==> src/rtl/snn_pkg.sv <==
// Shared types and helpers for the SNN readout controller.
// Holds the FSM state encoding, the class-index width rule and saturating increment.
package snn_pkg;

    typedef enum logic [1:0] {
        IDLE,
        RUN,
        SCAN,
        RESULT
    } readout_state_t;

    // Class index needs at least one bit even for two classes.
    function automatic int cls_w(input int n);
        return (n > 2) ? $clog2(n) : 1;
    endfunction

    function automatic logic [31:0] sat_inc(input logic [31:0] v, input logic [31:0] max_v);
        return (v >= max_v) ? v : v + 32'd1;
    endfunction

endpackage

==> src/rtl/snn_readout_ctrl_if.sv <==
// Host and SNN-core facing signals of the readout controller.
// Handshakes: a transfer happens on a rising edge where valid && ready are both high;
// the producer keeps valid and its payload steady until that edge; spk_valid is a single-cycle strobe with no ready.
interface snn_readout_ctrl_if
    import snn_pkg::*;
#(
    parameter int N_OUT = 10,
    parameter int CNT_W = 8
);
    localparam int CLS_W = cls_w(N_OUT);

    logic             req_valid;
    logic             req_ready;
    logic             start_en;
    logic             spk_valid;
    logic [N_OUT-1:0] spk;
    logic             res_valid;
    logic             res_ready;
    logic [CLS_W-1:0] res_class;
    logic [CNT_W-1:0] res_count;
    logic             busy;

    modport slave (
        input  req_valid, spk_valid, spk, res_ready,
        output req_ready, start_en, res_valid, res_class, res_count, busy
    );

    modport master (
        output req_valid, spk_valid, spk, res_ready,
        input  req_ready, start_en, res_valid, res_class, res_count, busy
    );

endinterface

==> src/rtl/spike_counter_bank.sv <==
// Per-class saturating spike counters with a flat view and an indexed read port.
module spike_counter_bank
    import snn_pkg::*;
#(
    parameter int N_OUT = 10,
    parameter int CNT_W = 8,
    parameter int CLS_W = cls_w(N_OUT)
) (
    input  logic                   clk,
    input  logic                   reset,
    input  logic                   clr,
    input  logic                   en,
    input  logic [N_OUT-1:0]       spk,
    input  logic [CLS_W-1:0]       rd_idx,
    output logic [N_OUT*CNT_W-1:0] cnt_flat,
    output logic [CNT_W-1:0]       rd_cnt
);
    localparam logic [31:0] CNT_MAX = (32'd1 << CNT_W) - 32'd1;

    logic [CNT_W-1:0] cnt [N_OUT];

    always_ff @(posedge clk) begin
        if (!reset || clr) begin
            for (int i = 0; i < N_OUT; i++) cnt[i] <= '0;
        end else if (en) begin
            for (int i = 0; i < N_OUT; i++) begin
                if (spk[i]) cnt[i] <= CNT_W'(sat_inc(32'(cnt[i]), CNT_MAX));
            end
        end
    end

    always_comb begin
        cnt_flat = '0;
        for (int i = 0; i < N_OUT; i++) cnt_flat[i*CNT_W +: CNT_W] = cnt[i];
    end

    // Compare-based mux keeps out-of-range indices harmless when N_OUT is not a power of two.
    always_comb begin
        rd_cnt = '0;
        for (int i = 0; i < N_OUT; i++) begin
            if (rd_idx == CLS_W'(i)) rd_cnt = cnt[i];
        end
    end

endmodule

==> src/rtl/snn_readout_ctrl.sv <==
// Runs the SNN core for T_STEPS timesteps, counts output spikes per class,
// then scans the counts one class per cycle and returns the argmax.
module snn_readout_ctrl
    import snn_pkg::*;
#(
    parameter int N_OUT   = 10,
    parameter int T_STEPS = 100,
    parameter int CNT_W   = 8
) (
    input  logic                   clk,
    input  logic                   reset,
    snn_readout_ctrl_if.slave      bus,
    output readout_state_t         dbg_state,
    output logic [N_OUT*CNT_W-1:0] dbg_counts
);
    localparam int CLS_W  = cls_w(N_OUT);
    localparam int STEP_W = $clog2(T_STEPS + 1);
    localparam logic [CLS_W-1:0]  LAST_IDX  = CLS_W'(N_OUT - 1);
    localparam logic [STEP_W-1:0] LAST_STEP = STEP_W'(T_STEPS - 1);

    readout_state_t    state;
    logic [STEP_W-1:0] step_cnt;
    logic [CLS_W-1:0]  scan_idx;
    logic [CLS_W-1:0]  best_cls;
    logic [CNT_W-1:0]  best_cnt;
    logic [CNT_W-1:0]  rd_cnt;
    logic              req_ready_q, start_en_q, res_valid_q, busy_q;
    logic [CLS_W-1:0]  res_class_q;
    logic [CNT_W-1:0]  res_count_q;
    logic              clr, cnt_en, take;
    logic [CLS_W-1:0]  next_cls;
    logic [CNT_W-1:0]  next_cnt;

    assign clr    = (state == IDLE) && bus.req_valid;
    assign cnt_en = (state == RUN) && bus.spk_valid;

    spike_counter_bank #(
        .N_OUT(N_OUT),
        .CNT_W(CNT_W),
        .CLS_W(CLS_W)
    ) u_bank (
        .clk     (clk),
        .reset   (reset),
        .clr     (clr),
        .en      (cnt_en),
        .spk     (bus.spk),
        .rd_idx  (scan_idx),
        .cnt_flat(dbg_counts),
        .rd_cnt  (rd_cnt)
    );

    // Index 0 seeds the best; later indices win only when strictly larger, so ties keep the lowest index.
    assign take     = (scan_idx == '0) || (rd_cnt > best_cnt);
    assign next_cls = take ? scan_idx : best_cls;
    assign next_cnt = take ? rd_cnt : best_cnt;

    always_ff @(posedge clk) begin
        if (!reset) begin
            state       <= IDLE;
            step_cnt    <= '0;
            scan_idx    <= '0;
            best_cls    <= '0;
            best_cnt    <= '0;
            req_ready_q <= 1'b1;
            start_en_q  <= 1'b0;
            res_valid_q <= 1'b0;
            busy_q      <= 1'b0;
            res_class_q <= '0;
            res_count_q <= '0;
        end else begin
            case (state)
                IDLE: begin
                    if (bus.req_valid) begin
                        state       <= RUN;
                        step_cnt    <= '0;
                        req_ready_q <= 1'b0;
                        start_en_q  <= 1'b1;
                        busy_q      <= 1'b1;
                    end
                end
                RUN: begin
                    if (bus.spk_valid) begin
                        step_cnt <= step_cnt + STEP_W'(1);
                        if (step_cnt == LAST_STEP) begin
                            state      <= SCAN;
                            start_en_q <= 1'b0;
                            scan_idx   <= '0;
                        end
                    end
                end
                SCAN: begin
                    best_cls <= next_cls;
                    best_cnt <= next_cnt;
                    scan_idx <= scan_idx + CLS_W'(1);
                    if (scan_idx == LAST_IDX) begin
                        state       <= RESULT;
                        busy_q      <= 1'b0;
                        res_valid_q <= 1'b1;
                        res_class_q <= next_cls;
                        res_count_q <= next_cnt;
                    end
                end
                RESULT: begin
                    if (bus.res_ready) begin
                        state       <= IDLE;
                        res_valid_q <= 1'b0;
                        req_ready_q <= 1'b1;
                    end
                end
                default: state <= IDLE;
            endcase
        end
    end

    assign bus.req_ready = req_ready_q;
    assign bus.start_en  = start_en_q;
    assign bus.res_valid = res_valid_q;
    assign bus.busy      = busy_q;
    assign bus.res_class = res_class_q;
    assign bus.res_count = res_count_q;
    assign dbg_state     = state;

endmodule

==> src/flat_wrapper.sv <==
// flat-port wrapper written by rule: the top's interface ports become plain ports
module snn_readout_ctrl_flat import snn_pkg::*;
#(
    parameter int N_OUT   = 10,
    parameter int T_STEPS = 100,
    parameter int CNT_W   = 8
)
  (clk, reset, dbg_state, dbg_counts, bus_req_valid, bus_spk_valid, bus_spk, bus_res_ready, bus_req_ready, bus_start_en, bus_res_valid, bus_res_class, bus_res_count, bus_busy);
  snn_readout_ctrl_if #(.N_OUT(N_OUT), .CNT_W(CNT_W)) bus_i ();
  input  logic clk;
  input  logic reset;
  output readout_state_t dbg_state;
  output logic [N_OUT*CNT_W-1:0] dbg_counts;
  input wire logic [$bits(bus_i.req_valid)-1:0] bus_req_valid;
  input wire logic [$bits(bus_i.spk_valid)-1:0] bus_spk_valid;
  input wire logic [$bits(bus_i.spk)-1:0] bus_spk;
  input wire logic [$bits(bus_i.res_ready)-1:0] bus_res_ready;
  output wire logic [$bits(bus_i.req_ready)-1:0] bus_req_ready;
  output wire logic [$bits(bus_i.start_en)-1:0] bus_start_en;
  output wire logic [$bits(bus_i.res_valid)-1:0] bus_res_valid;
  output wire logic [$bits(bus_i.res_class)-1:0] bus_res_class;
  output wire logic [$bits(bus_i.res_count)-1:0] bus_res_count;
  output wire logic [$bits(bus_i.busy)-1:0] bus_busy;
  assign bus_i.req_valid = bus_req_valid;
  assign bus_i.spk_valid = bus_spk_valid;
  assign bus_i.spk = bus_spk;
  assign bus_i.res_ready = bus_res_ready;
  assign bus_req_ready = bus_i.req_ready;
  assign bus_start_en = bus_i.start_en;
  assign bus_res_valid = bus_i.res_valid;
  assign bus_res_class = bus_i.res_class;
  assign bus_res_count = bus_i.res_count;
  assign bus_busy = bus_i.busy;
  snn_readout_ctrl #(.N_OUT(N_OUT), .T_STEPS(T_STEPS), .CNT_W(CNT_W)) u_core (.clk(clk), .reset(reset), .bus(bus_i), .dbg_state(dbg_state), .dbg_counts(dbg_counts));
endmodule
==> config.mk <==
export PLATFORM = sky130hd
export DESIGN_NAME = snn_readout_ctrl_flat
export DESIGN_NICKNAME = d
export VERILOG_FILES = /design/src/rtl/snn_pkg.sv /design/src/rtl/snn_readout_ctrl_if.sv /design/src/rtl/spike_counter_bank.sv /design/src/rtl/snn_readout_ctrl.sv /design/src/flat_wrapper.sv
export SDC_FILE = /design/constraint.sdc
export NUM_CORES = 1
export LEC_CHECK = 0
export ABC_AREA = 0
export BUFFER_PORTS_ARGS = -buffer_cell sky130_fd_sc_hd__buf_2
export CORE_ASPECT_RATIO = 1.75
export CORE_UTILIZATION = 50
export CTS_CLUSTER_DIAMETER = 200
export DETAILED_ROUTE_END_ITERATION = 8
export GPL_ROUTABILITY_DRIVEN = 0
export GPL_TIMING_DRIVEN = 0
export PLACE_DENSITY = 0.75
export SLEW_MARGIN = 20
export SYNTH_ARGS = -nofsm -noshare
export SYNTH_HDL_FRONTEND = slang
export SYNTH_SLANG_ARGS = --single-unit
==> constraint.sdc <==
create_clock -name clk -period 2.9 [get_ports clk]
set_input_delay 0.29 -clock clk [delete_from_list [all_inputs] [get_ports clk]]
set_output_delay 0.29 -clock clk [all_outputs]
set_load 0.03 [all_outputs]
==> results.md, run 1 <==
* Initial DRC Count at 462
* Clk_skew at 0.0170 ns
* Pwr dens at 830 mW/mm^2
* Row count at 57
* Post-synth ARST share at 0%
* Final worst slack at -0.278 ns
* CP Data Arrival Time at 3.46 ns
* Actual slew at the worst max-slew pin at 0.639 ns
* Vias in the first global route at 6331
* Nets@finish at 944
* Mapped Area at 0.00709 mm^2
* Clock root buffer: clkbuf_16
* Vias at 6488
* Crit Path Class: flop to flop
* Final Hold Vio Count at 0
* Mapped Nets at 800
* Synth cell types at 62
* Post-layout min period at 3.18 ns
* First-pass GRT wire length at 32.6 mm
* Drt via density at 5.94
* Worst Setup Start Kind: flop
* Routed WL at 20.6 mm
* Starting Density at 51.2%
* Total grt overflow at 0
* Core region area at 0.0138 mm^2
* Final antenna-violating net count at 0
* Ports at 113
* Share of cells above drive strength 1 at 26.6%
* Worst Setup End Kind: flop
* Leakage power at 3.50 nW
* Failing checks: negative setup slack
* CP required at 3.18 ns
* Clock Sink Count at 121
* Die Y-Extent at 160 um
* Outcome: finished with violations
* Hold_buf cts at 0
* Die area at 0.0147 mm^2
* Synthesis warning total at 0
* #FFs+latches synth at 121
* Finished Layout Cells at 1092
* Initial antenna violation count at 0
* Commonest non-fill, non-tap cell in the layout: buf_2
* Worst-path fanout max at 10
* EDFF count, synth at 80
* CTS Buf Count at 17
* Fmax at 0.315 GHz
* Drt drc at 0
* Main synth FF type: edfxtp_1
* Clock Path Buffers at 2
* Worst skew pair latency at 0.42 ns
* Hold Path Class: primary input to flop
* Total Power at 7.38 mW
* Ant. Diodes at 0
* Max_cap viols at 0
* Final Setup Violations at 24
* Peak VDD IR at 0.000458 V
* H-tree depth at 4
* CTS tree: yes
* Reg clk slew, reported paths at 0.06 ns
* DP HPWL at 14.9 mm
* Utilization after layout at 64.3%
* WL per Instance at 18.9 um
* Largest net degree at the start of global routing at 17
* Max Slew Vio Count at 0
* Die Wd at 92.0 um
* Highest-count cells in the layout ignoring fill and taps: buf_2, nor2_1, edfxtp_1
* Slew margin rel. at 57.4%
* Post-synthesis sequential area ratio at 45.5%
* Overall Global Routing Usage at 28.8%
* Layout overhead on the synthesized area at 25.5%
* Drt pass-1 iters at 8
* IO buf count at 111
* Final period utilization at 110%
* RSZ-0062 raised after global routing: yes
* Avg Cell Area, Syn at 9.35 um^2
* Cells after DPL at 1046
* Cells after synthesis at 758
==> cell type report <==
type | count | area [um^2]
Inverter | 23 | 97.6
Clock inverter | 15 | 153
Buffer | 33 | 243
Multi-Input combinational cell | 577 | 3830
Sequential cell | 121 | 3230
Fill cell | 1170 | 4940
Clock buffer | 17 | 425
Timing Repair Buffer | 129 | 698
Tap cell | 177 | 221
==> registers in the layout, indices dropped and copies added, names as in the netlist <==
| signal | cells |
|---|---|
| u_core.best_cls | 4 |
| u_core.best_cnt | 8 |
| u_core.bus.busy | 1 |
| u_core.bus.req_ready | 1 |
| u_core.bus.res_class | 4 |
| u_core.bus.res_count | 8 |
| u_core.bus.res_valid | 1 |
| u_core.bus.start_en | 1 |
| u_core.dbg_state | 2 |
| u_core.scan_idx | 4 |
| u_core.step_cnt | 7 |
| u_core.u_bank.cnt | 80 |
==> logic make-up (layout without fill, tap and decap cells) <==
group                      count (synthesis)  in the layout  synth area share [%]
AOI/OAI and AO/OA                        168            168                  15.4
adders and majority gates                 27             27                  4.77
and+or+nand+nor                          316            316                  22.0
xor gates and xnor gates                  64             64                  7.91
buffers and inverters                     60            217                  4.17
DFF                                      121            121                  45.5
muxes                                      2              2                 0.300
==> layer usage <==
layer | wire (um) | track usage [%] | vias up | part of all wire, %
li1 | - | - | 3045 | -
met1 | 7460 | 31.0 | 3067 | 36
met2 | 10800 | 51.5 | 297 | 52
met3 | 1270 | 5.30 | 79 | 6.2
met4 | 1060 | 16.9 | 0 | 5.1
met5 | 0 | 0 | - | 0
==> cells in the mapped netlist (all sizes together) (2+ instances only) <==
library cell / n / area share [%]
nor4: 2 / 0.18
o22ai: 6 / 0.53
ha: 27 / 4.8
a31o: 9 / 1.1
xor2: 42 / 5.2
a31oi: 13 / 1.1
a21oi: 45 / 3.3
nor3b: 10 / 1.2
nor2b: 9 / 0.90
o221ai: 2 / 0.25
a22oi: 2 / 0.21
nand3: 57 / 4.1
o41ai: 2 / 0.25
nand3b: 7 / 0.74
a21o: 3 / 0.32
clkbuf: 14 / 0.74
buf: 23 / 2.2
and2: 6 / 0.53
a221oi: 6 / 0.83
o21ai: 39 / 2.8
edfxtp: 80 / 34
o21a: 8 / 0.85
nand2: 75 / 4.0
xnor2: 22 / 2.7
dfxtp: 41 / 12
o211ai: 7 / 0.81
and4: 2 / 0.25
o2111ai: 6 / 0.74
nor2: 94 / 5.0
nand2b: 7 / 0.65
o31a: 4 / 0.49
and3: 31 / 2.7
inv: 22 / 1.2
o31ai: 4 / 0.42
or3: 2 / 0.25
a211oi: 7 / 0.81
nand4: 9 / 0.79
==> stage by stage <==
stage               TNS, ns  setup slack, ns  instance area, um^2  hold WS, ns
floorplan            -0.399          -0.0484                 7200        0.444
global placement      -9.72           -0.442                 7980        0.456
detailed placement   -10.40           -0.482                 7980        0.463
CTS                   -5.14           -0.256                 8780        0.194
global route          -7.47           -0.361                 8900        0.211
finish                -5.12           -0.278                 8900        0.201
==> power breakdown <==
part	leakage (nW)	internal [mW]	switching, mW	total, mW
Combinational	2.02	0.904	1.65	2.55
Clock	0.273	1.26	0.796	2.06
Sequential	1.21	2.22	0.549	2.77
Total	3.50	4.39	2.99	7.38
==> final timing paths <==
check                           slack [ns]                               endpoint  depth (start not counted)                             from
worst max register to register       -0.28        u_core.best_cnt[7]$_SDFFE_PN0P_                         17  u_core.scan_idx[0]$_SDFFE_PN0P_
worst min register to register        0.47        u_core.best_cls[0]$_SDFFE_PN0P_                          2  u_core.best_cls[0]$_SDFFE_PN0P_
worst max-delay path                 -0.28        u_core.best_cnt[7]$_SDFFE_PN0P_                         17  u_core.scan_idx[0]$_SDFFE_PN0P_
worst min-delay path                  0.20  u_core.u_bank.cnt[0][1]$_SDFFCE_PN0P_                          2                       bus_spk[0]
==> critical path, stage by stage (launching register included) <==
cell      delay, ns
dfxtp_4        0.43
inv_6          0.06
ha_4           0.18
buf_6          0.14
nor2b_1        0.15
o41ai_4        0.29
o21ai_1        0.11
nand3_1        0.14
o21a_1         0.14
ha_1           0.23
a21o_1         0.17
a211oi_2       0.23
o211ai_1       0.13
buf_4          0.17
nand3_2        0.12
buf_4          0.13
mux2i_1        0.17
nor2_1         0.05
==> timing repair <==
| action | 4_1_cts | 5_1_grt |
|---|---|---|
| gates cloned | 1 | 0 |
| pin swaps | 21 | 7 |
| resized for setup | 37 | 17 |
| buffers inserted | 14 | 4 |
| endpoints found under the setup margin | 32 | 32 |
No activity file was read; power rests on OpenSTA's default activity.
==> run 2: changes to the inputs <==
--- a/config.mk
+++ b/config.mk
@@ -7,7 +7,7 @@
 export LEC_CHECK = 0
 export ABC_AREA = 0
 export BUFFER_PORTS_ARGS = -buffer_cell sky130_fd_sc_hd__buf_2
-export CORE_ASPECT_RATIO = 1.75
+export CORE_ASPECT_RATIO = 1.4
 export CORE_UTILIZATION = 50
 export CTS_CLUSTER_DIAMETER = 200
 export DETAILED_ROUTE_END_ITERATION = 8
==> run 2 against run 1 <==
The run still ends with negative setup slack left. Utilization is 1.5 points higher. Sequential power about the same. Global-route usage grew 0.65 points. Sequential share of layout area fell by 0.87 points. Sequential cell count is the same. Wire length grew 2.2%. Clock power grew 9%. Non-clock buffer count up 2. Clock skew fell by 0.0095 ns.
==> results.md, run 2 (synthesis gave the netlist of run 1 again) <==
* Worst skew pair latency at 0.42 ns
* Peak VDD IR at 0.000528 V
* Die area at 0.0147 mm^2
* Clock power share at 28.9%
* Initial DRC Count at 615
* Nets@finish at 946
* CTS tree: yes
* Share of cells above drive strength 1 at 28.6%
* Ant. Diodes at 0
* Max Slew Vio Count at 0
* Crit Path Class: flop to flop
* Met1 Use GR at 33.5%
* Ports at 113
* Vias in the first global route at 6236
* Post-layout min period at 3.23 ns
* Largest net degree at the start of global routing at 17
* Final Hold Vio Count at 0
* Pwr dens at 853 mW/mm^2
* IO buf count at 111
* Clk_skew at 0.00753 ns
* Clock root buffer: clkbuf_16
* GRT met3 Usage at 6.56%
* Biggest register: u_core.u_bank.cnt
* Post-placement worst setup slack at -0.490 ns
* Seq pwr share at 35.6%
* Final antenna-violating net count at 0
* Routed WL at 21.1 mm
* Final Setup Violations at 24
* Worst Setup End Kind: flop
* Die Y-Extent at 143 um
* Drt via density at 6.04
* Hold_buf cts at 0
* Comb power frac at 35.5%
* P_sw at 3.05 mW
* Fmax at 0.309 GHz
* Hold Path Class: primary input to flop
* Global-route track usage on met2 at 50.0%
* Die Wd at 103 um
* RSZ-0062 raised after global routing: yes
* Starting Density at 51.2%
* Layout overhead on the synthesized area at 28.6%
* Commonest non-fill, non-tap cell in the layout: buf_2
* Initial antenna violation count at 0
* CP Data Arrival Time at 3.52 ns
* Outcome: finished with violations
* Slew margin rel. at 48.9%
* Row count at 51
* DP HPWL at 14.3 mm
* CP required at 3.19 ns
* Internal at 4.73 mW
* Max reg flops at 80
* Total grt overflow at 0
* Clock Sink Count at 121
* Highest-count cells in the layout ignoring fill and taps: buf_2, nor2_1, edfxtp_1
* Drt drc at 0
* WL per Instance at 19.1 um
* Drt pass-1 iters at 5
* Final worst slack at -0.331 ns
* Final period utilization at 111%
* H-tree depth at 4
* Core region area at 0.0138 mm^2
* First-pass GRT wire length at 32.2 mm
* Overall Global Routing Usage at 29.4%
* Failing checks: negative setup slack
* Setup TNS at -6.21 ns
* Switching share of total power at 39.2%
* CTS Buf Count at 17
* Max_cap viols at 0
* Actual slew at the worst max-slew pin at 0.766 ns
* Clock Path Buffers at 2
* Worst-path fanout max at 6
* Leakage power at 3.57 nW
* Vias at 6645
* Reg clk slew, reported paths at 0.06 ns
* Worst Setup Start Kind: flop
* Top Usage Layer GRT: met2
## run 2: metal layers
metal	share of wire, %	up-vias
li1	-	3050
met1	37	3153
met2	50	358
met3	7.4	84
met4	4.8	0
met5	0	-
## run 2: path summary, 6_finish.rpt
path                                   startpoint                           endpoint  slack (ns)  cells past startpoint
hold / removal                      bus_res_ready  u_core.bus.res_valid$_SDFFE_PN0P_        0.18                      4
setup / recovery  u_core.scan_idx[0]$_SDFFE_PN0P_    u_core.best_cnt[0]$_SDFFE_PN0P_       -0.33                     17
setup reg to reg  u_core.scan_idx[0]$_SDFFE_PN0P_    u_core.best_cnt[0]$_SDFFE_PN0P_       -0.33                     17
hold reg to reg   u_core.best_cnt[5]$_SDFFE_PN0P_    u_core.best_cnt[5]$_SDFFE_PN0P_        0.48                      2
## run 2: stage by stage
| step | hold slack, ns | cell area (um^2) | util [%] | total power, mW | instances |
|---|---|---|---|---|---|
| floorplan | 0.444 | 7200 | - | 4.32 | 758 |
| global placement | 0.457 | 7990 | 57.7 | 5.09 | 1054 |
| detailed placement | 0.461 | 7990 | 57.7 | 5.11 | 1054 |
| CTS | 0.169 | 8990 | 64.9 | 7.63 | 1098 |
| global route | 0.185 | 9110 | 65.8 | 8.09 | 1101 |
| finish | 0.183 | 9110 | 65.8 | 7.77 | 1101 |
## run 2: final cells by class
cell class	count	area [um^2]
Buffer	33	243
Clock buffer	20	437
Clock inverter	11	178
Fill cell	1128	4730
Inverter	23	91.3
Multi-Input combinational cell	577	3970
Sequential cell	121	3230
Tap cell	185	231
Timing Repair Buffer	131	737
## run 2: power by group through the flow
stage                     registers, mW  clock network, mW  logic, mW
final                              2.77               2.25       2.76
after floorplan                    3.12                  0       1.20
after global placement             2.77                  0       2.32
after detailed placement           2.77                  0       2.35
after global routing               2.81               2.33       2.95
after CTS                          2.75               2.25       2.63
## run 2: what timing repair did
action / in CTS / in global routing
setup buffers: 14 / 3
resized for setup: 60 / 28
endpoints found under the setup margin: 32 / 32
pin swaps: 18 / 27
cloned: 3 / 0
endpoints found under the hold margin: 0 / 0
## run 2: worst max-delay path, cell delays in order, from the launching register on
cell and delay [ns]:
dfxtp_4 0.38, buf_12 0.13, ha_4 0.18, buf_8 0.14, buf_4 0.14, a21oi_1 0.15
o21ai_1 0.09, a31oi_1 0.29, o21ai_2 0.14, o21a_1 0.15, ha_4 0.28, nand3_4 0.07
o211ai_1 0.25, buf_4 0.19, nand2_4 0.08, buf_6 0.15, o211ai_1 0.18, o31ai_1 0.11
